## config.mk

```make
export PLATFORM = sky130hd
export DESIGN_NAME = pipe_ctrl
export DESIGN_NICKNAME = d
export VERILOG_FILES = /design/src/rtl/pipe_ctrl.sv
export SDC_FILE = /design/constraint.sdc
export NUM_CORES = 1
export LEC_CHECK = 0
export ABC_AREA = 1
export ABC_CLOCK_PERIOD_IN_PS = 1800
export CAP_MARGIN = 10
export CORE_ASPECT_RATIO = 1.1
export CORE_MARGIN = 2
export CORE_UTILIZATION = 40
export DETAILED_ROUTE_END_ITERATION = 8
export SLEW_MARGIN = 20
export SYNTH_ARGS = -nofsm -noshare
export SYNTH_HDL_FRONTEND = slang
export SYNTH_SLANG_ARGS = --single-unit
```

## constraint.sdc

```tcl
create_clock -name clk -period 1.8 [get_ports clk]
set_input_delay 0.45 -clock clk [delete_from_list [all_inputs] [get_ports clk]]
set_output_delay 0.45 -clock clk [all_outputs]
set_load 0.01 [all_outputs]
```

## src/rtl/pipe_ctrl.sv

```systemverilog
// rtl/pipe_ctrl.sv - fetch PC generator and IF/ID/EX hold/flush control for the 3-stage core
//
// Ports:
//   clk, rst            clock; synchronous active-high reset
//   jump_en_i           EX stage requests a redirect this cycle
//   jump_addr_i         redirect target (low two bits are dropped, recorded in misalign_o)
//   hold_i              EX multi-cycle op: freeze the front end
//   hold_ext_i          fetch bus stall: PC/IF may not advance
//   pc_o                registered fetch address
//   hold_pc_o           PC register keeps its value
//   hold_if_id_o        IF/ID register keeps its contents
//   hold_id_ex_o        ID/EX register keeps its contents
//   flush_if_id_o       IF/ID loads a bubble
//   flush_id_ex_o       ID/EX loads a bubble
//   misalign_o          sticky flag: some accepted target was not word aligned
//   jump_cnt_o          saturating count of accepted redirects
module pipe_ctrl #(
    parameter logic [31:0] RESET_PC     = 32'h0000_0000,
    parameter int          FLUSH_CYCLES = 1,
    parameter int          CNT_W        = 16
) (
    input  logic             clk,
    input  logic             rst,
    input  logic             jump_en_i,
    input  logic [31:0]      jump_addr_i,
    input  logic             hold_i,
    input  logic             hold_ext_i,
    output logic [31:0]      pc_o,
    output logic             hold_pc_o,
    output logic             hold_if_id_o,
    output logic             hold_id_ex_o,
    output logic             flush_if_id_o,
    output logic             flush_id_ex_o,
    output logic             misalign_o,
    output logic [CNT_W-1:0] jump_cnt_o
);

    // Drain counter only needs to hold FLUSH_CYCLES-1.
    localparam int DW = (FLUSH_CYCLES > 1) ? $clog2(FLUSH_CYCLES) : 1;
    localparam logic [DW-1:0] DRAIN_INIT = DW'(FLUSH_CYCLES - 1);

    typedef enum logic [1:0] {
        RUN   = 2'd0,
        DRAIN = 2'd1,
        PEND  = 2'd2
    } state_t;

    state_t        state_q, state_d;
    logic [DW-1:0] cnt_q, cnt_d;
    logic [31:0]   pc_q, pc_d;
    logic [31:0]   pend_q, pend_d;
    logic          mis_q;
    logic [CNT_W-1:0] jcnt_q;
    logic          accept;

    logic [31:0]   target;
    assign target = {jump_addr_i[31:2], 2'b00};

    always_comb begin
        state_d       = state_q;
        cnt_d         = cnt_q;
        pc_d          = pc_q;
        pend_d        = pend_q;
        accept        = 1'b0;
        hold_pc_o     = 1'b0;
        hold_if_id_o  = 1'b0;
        hold_id_ex_o  = 1'b0;
        flush_if_id_o = 1'b0;
        flush_id_ex_o = 1'b0;

        case (state_q)
            PEND: begin
                // EX already holds a bubble; only the fetch stall matters here.
                flush_if_id_o = 1'b1;
                if (hold_ext_i) begin
                    hold_pc_o = 1'b1;
                end else begin
                    pc_d = pend_q;
                    if (FLUSH_CYCLES > 1) begin
                        state_d = DRAIN;
                        cnt_d   = DRAIN_INIT;
                    end else begin
                        state_d = RUN;
                    end
                end
            end
            default: begin
                // DRAIN behaves like RUN but keeps squashing the stale fetch data.
                if (state_q == DRAIN) begin
                    flush_if_id_o = 1'b1;
                    cnt_d         = cnt_q - DW'(1);
                    if (cnt_q == DW'(1)) begin
                        state_d = RUN;
                    end
                end
                if (jump_en_i && !hold_ext_i) begin
                    flush_if_id_o = 1'b1;
                    flush_id_ex_o = 1'b1;
                    pc_d          = target;
                    accept        = 1'b1;
                    if (FLUSH_CYCLES > 1) begin
                        state_d = DRAIN;
                        cnt_d   = DRAIN_INIT;
                    end else begin
                        state_d = RUN;
                    end
                end else if (jump_en_i) begin
                    // Fetch bus busy: park the target until the stall clears.
                    flush_if_id_o = 1'b1;
                    flush_id_ex_o = 1'b1;
                    hold_pc_o     = 1'b1;
                    pend_d        = target;
                    accept        = 1'b1;
                    state_d       = PEND;
                end else if (hold_ext_i) begin
                    hold_pc_o     = 1'b1;
                    hold_if_id_o  = 1'b1;
                    flush_id_ex_o = 1'b1;
                end else if (hold_i) begin
                    hold_pc_o    = 1'b1;
                    hold_if_id_o = 1'b1;
                    hold_id_ex_o = 1'b1;
                end else begin
                    pc_d = pc_q + 32'd4;
                end
            end
        endcase

        if (rst) begin
            hold_pc_o     = 1'b0;
            hold_if_id_o  = 1'b0;
            hold_id_ex_o  = 1'b0;
            flush_if_id_o = 1'b1;
            flush_id_ex_o = 1'b1;
        end
    end

    always_ff @(posedge clk) begin
        if (rst) begin
            state_q <= RUN;
            cnt_q   <= '0;
            pc_q    <= RESET_PC;
            pend_q  <= '0;
            mis_q   <= 1'b0;
            jcnt_q  <= '0;
        end else begin
            state_q <= state_d;
            cnt_q   <= cnt_d;
            pc_q    <= pc_d;
            pend_q  <= pend_d;
            if (accept && (jump_addr_i[1:0] != 2'b00)) begin
                mis_q <= 1'b1;
            end
            if (accept && (jcnt_q != {CNT_W{1'b1}})) begin
                jcnt_q <= jcnt_q + CNT_W'(1);
            end
        end
    end

    assign pc_o       = pc_q;
    assign misalign_o = mis_q;
    assign jump_cnt_o = jcnt_q;

endmodule

```

==> results.cfg <==
[timing]
hold_ws_ns = 0.457
hold_viol_final = 0
fmax_mhz = 562
timing.setup.tns_ns = 0
finalMaxSlewViolations = 0
setup_viol = 0
finalCritPeriodShare_pct = 98.9
period_minus_slack_ns = 1.78
finalClockSkew_ns = 0.00538
rsz0062_at_grt = true

[synthesis]
syn_avg_cell_area_sq_um = 6.01
synth_edf_count = 0
netlist_top_cells_count = 261 x nand2_1, 162 x nor2_1, 78 x dfxtp_1
synth_top_area_share_pct = 33.9
netlist_top_cells_area = dfxtp_1 34%, nand2_1 21%, nor2_1 13%, o21ai_0 5.8%, inv_1 4.9%
netlist_area_sq_mm = 0.00461
yosysWarnings = 0
synth_area_leader_cell = dfxtp_1
synth.yosys.seq_area_share_pct = 33.9
asyncSetResetFlopFracSynth_pct = 0
yosys.cell_types.count = 32
synth.most_common_cell = nand2_1
syn_inst = 766
synthFlopType = dfxtp_1
synth_seq_cells = 78

[critical_path]
ff2ff_setup_slack_ns = 0.11
worst_ep_required_time_ns = 1.35
crit_path_end_kind = primary output
crit_family = buffers and inverters
critical_path_arrival_ns = 1.33
cp_num_buf_inv = 1
path_cells = clkdlybuf4s50_1
crit_slowest_cell = clkdlybuf4s50_1
crit_type = reg -> out
cp_max_fo = 5
start_kind = flip-flop
crit_path_max_incr_delay_ns = 0.57

[place]
hpwlAfterDp_mm = 9.44
place.port_buffers = 88
dp.cells = 1008
place_congestion = 0.885

[floorplan]
die-height_um = 117
pin_count = 91
start_util_pct = 40.6
fp.dieW_um = 106
rows = 41
dieArea_sq_mm = 0.0124
core_sq_mm = 0.0113

[power_and_ir_drop]
power.share.clock_pct = 38.6
power.internal_w = 0.00308
p_leak_nw = 2.81
p_per_area_mw_per_mm2 = 689
pwr-share-comb_pct = 16.3
max-vdd-ir-drop_mv = 0.343
p_seq_share_pct = 45.1
p_sw_w = 0.00117
p_sw_share_pct = 27.5

[global_route]
grt_pass1_wl_mm = 21.5
grt-ovfl-total = 0
antenna_found_initial = 0
grt_pass1_vias = 4579
groute.usage.overall_pct = 21.6
grt_start_max_net_pins = 55

[detailed_routing]
firstDrtPassIters = 4
drtAntennaViolNets = 0
via_per_inst = 4.78
drc = 0
drtIter0Drc = 163
routed_wl_mm = 13.0
via_count = 4905
wl_per_cell_um = 12.7

[clocking]
cts.htree.levels = 3
path_clk_slew_ns = 0.06
cts_buffer_depth = 2
clock_sinks = 78
clock_latency_ns = 0.34
cts_made_buffers = 9
root_buffer = clkbuf_16
cts_tree = yes
cts_hold_repair.buffers = 0

[status]
status = finished clean

[flow_run]
cap_violations = 0

[layout]
n_antenna_cell = 0
fin_cells = 1026
areaGrowthSynthToFinish_pct = 33.7
layout-drive-gt1-share_pct = 14.4
fin_nets = 911
final_core_util_pct = 54.3

[hold_path]
hold_class = reg -> reg
[what timing repair did]
item,4_1_cts,5_1_grt
buffers inserted,3,0
pin swaps,3,2
resized for setup,41,21
setup endpoints to repair,31,27
cloned,0,0
[area by class of cell]
type | instances | area (sq um)
multi-input cells | 592 | 2660
flip-flops and latches | 78 | 1600
clock inverters | 5 | 27.5
clock buffers | 10 | 229
fillers | 1187 | 5180
repair buffers | 124 | 1200
inverters | 67 | 251
well taps | 150 | 188
[layer usage]
layer	routed length, um	GRT usage, %
met5	0	0
met4	197	7.54
met3	419	2.51
met2	6280	39.0
met1	6140	26.8
[flip-flops by register name (all words and copies together) (netlist names)]
| register | cells |
|---|---|
| state_q | 1 |
| pend_q | 30 |
| jump_cnt_o | 16 |
| pc_o | 30 |
| misalign_o | 1 |
[placed cells by master (no fill, tap or decap), types with 2 or more instances in the layout]
| cell | count |
|---|---|
| nor2_2 | 10 |
| nand3_1 | 34 |
| buf_4 | 31 |
| dfxtp_1 | 47 |
| nand2_1 | 261 |
| inv_2 | 8 |
| xnor2_1 | 8 |
| dlymetal6s2s_1 | 2 |
| dlygate4sd2_1 | 7 |
| conb_1 | 2 |
| a21oi_1 | 10 |
| inv_1 | 59 |
| buf_12 | 4 |
| o21ai_0 | 53 |
| o211ai_1 | 2 |
| nor2_1 | 158 |
| xor2_1 | 13 |
| clkdlybuf4s50_1 | 75 |
| clkdlybuf4s15_1 | 2 |
| and2_1 | 2 |
| clkinv_2 | 4 |
| dfxtp_2 | 31 |
| nand2_2 | 7 |
| clkbuf_16 | 9 |
| a21oi_2 | 8 |
| o21ai_1 | 5 |
| nand3_2 | 2 |
| nor3_1 | 4 |
| buf_6 | 2 |
| nor2_4 | 4 |
[power groups by stage]
stage               Combinational, W  Clock, W  Sequential (W)
floorplan                   0.000344         0         0.00194
global placement            0.000684         0         0.00194
detailed placement          0.000693         0         0.00194
CTS                         0.000698   0.00168         0.00191
global route                0.000782   0.00173         0.00192
finish                      0.000693   0.00164         0.00191
[worst paths after layout]
path / cells past startpoint / from / to
hold reg to reg: 2 / misalign_o$_SDFFE_PP0P_ / misalign_o$_SDFFE_PP0P_
setup reg to reg: 10 / pc_o[2]$_SDFFE_PP0P_ / pc_o[30]$_SDFFE_PP0P_
setup / recovery: 1 / jump_cnt_o[6]$_SDFFE_PP0P_ / jump_cnt_o[6]
hold / removal: 2 / misalign_o$_SDFFE_PP0P_ / misalign_o$_SDFFE_PP0P_
[logic make-up after synthesis]
| group | count (synthesis) | share of synthesized area, % |
|---|---|---|
| compound gates | 81 | 9.75 |
| xor+xnor | 21 | 3.99 |
| fa+ha+maj | 2 | 0.543 |
| buf+inv | 97 | 9.02 |
| flops | 78 | 33.9 |
| other cells | 1 | 0.0814 |
| simple gates | 486 | 42.7 |
[stage by stage]
step / instance area [sq um] / setup slack [ns] / power, W
2_1_floorplan: 4610 / 0.247 / 0.00229
3_3_place_gp: 5810 / -0.557 / 0.00262
3_5_place_dp: 5810 / -0.609 / 0.00263
4_1_cts: 6110 / 0.000762 / 0.00428
5_1_grt: 6160 / -0.0471 / 0.00444
6_report: 6160 / 0.0195 / 0.00424
Note: power is estimated with default switching activity, not from simulation.
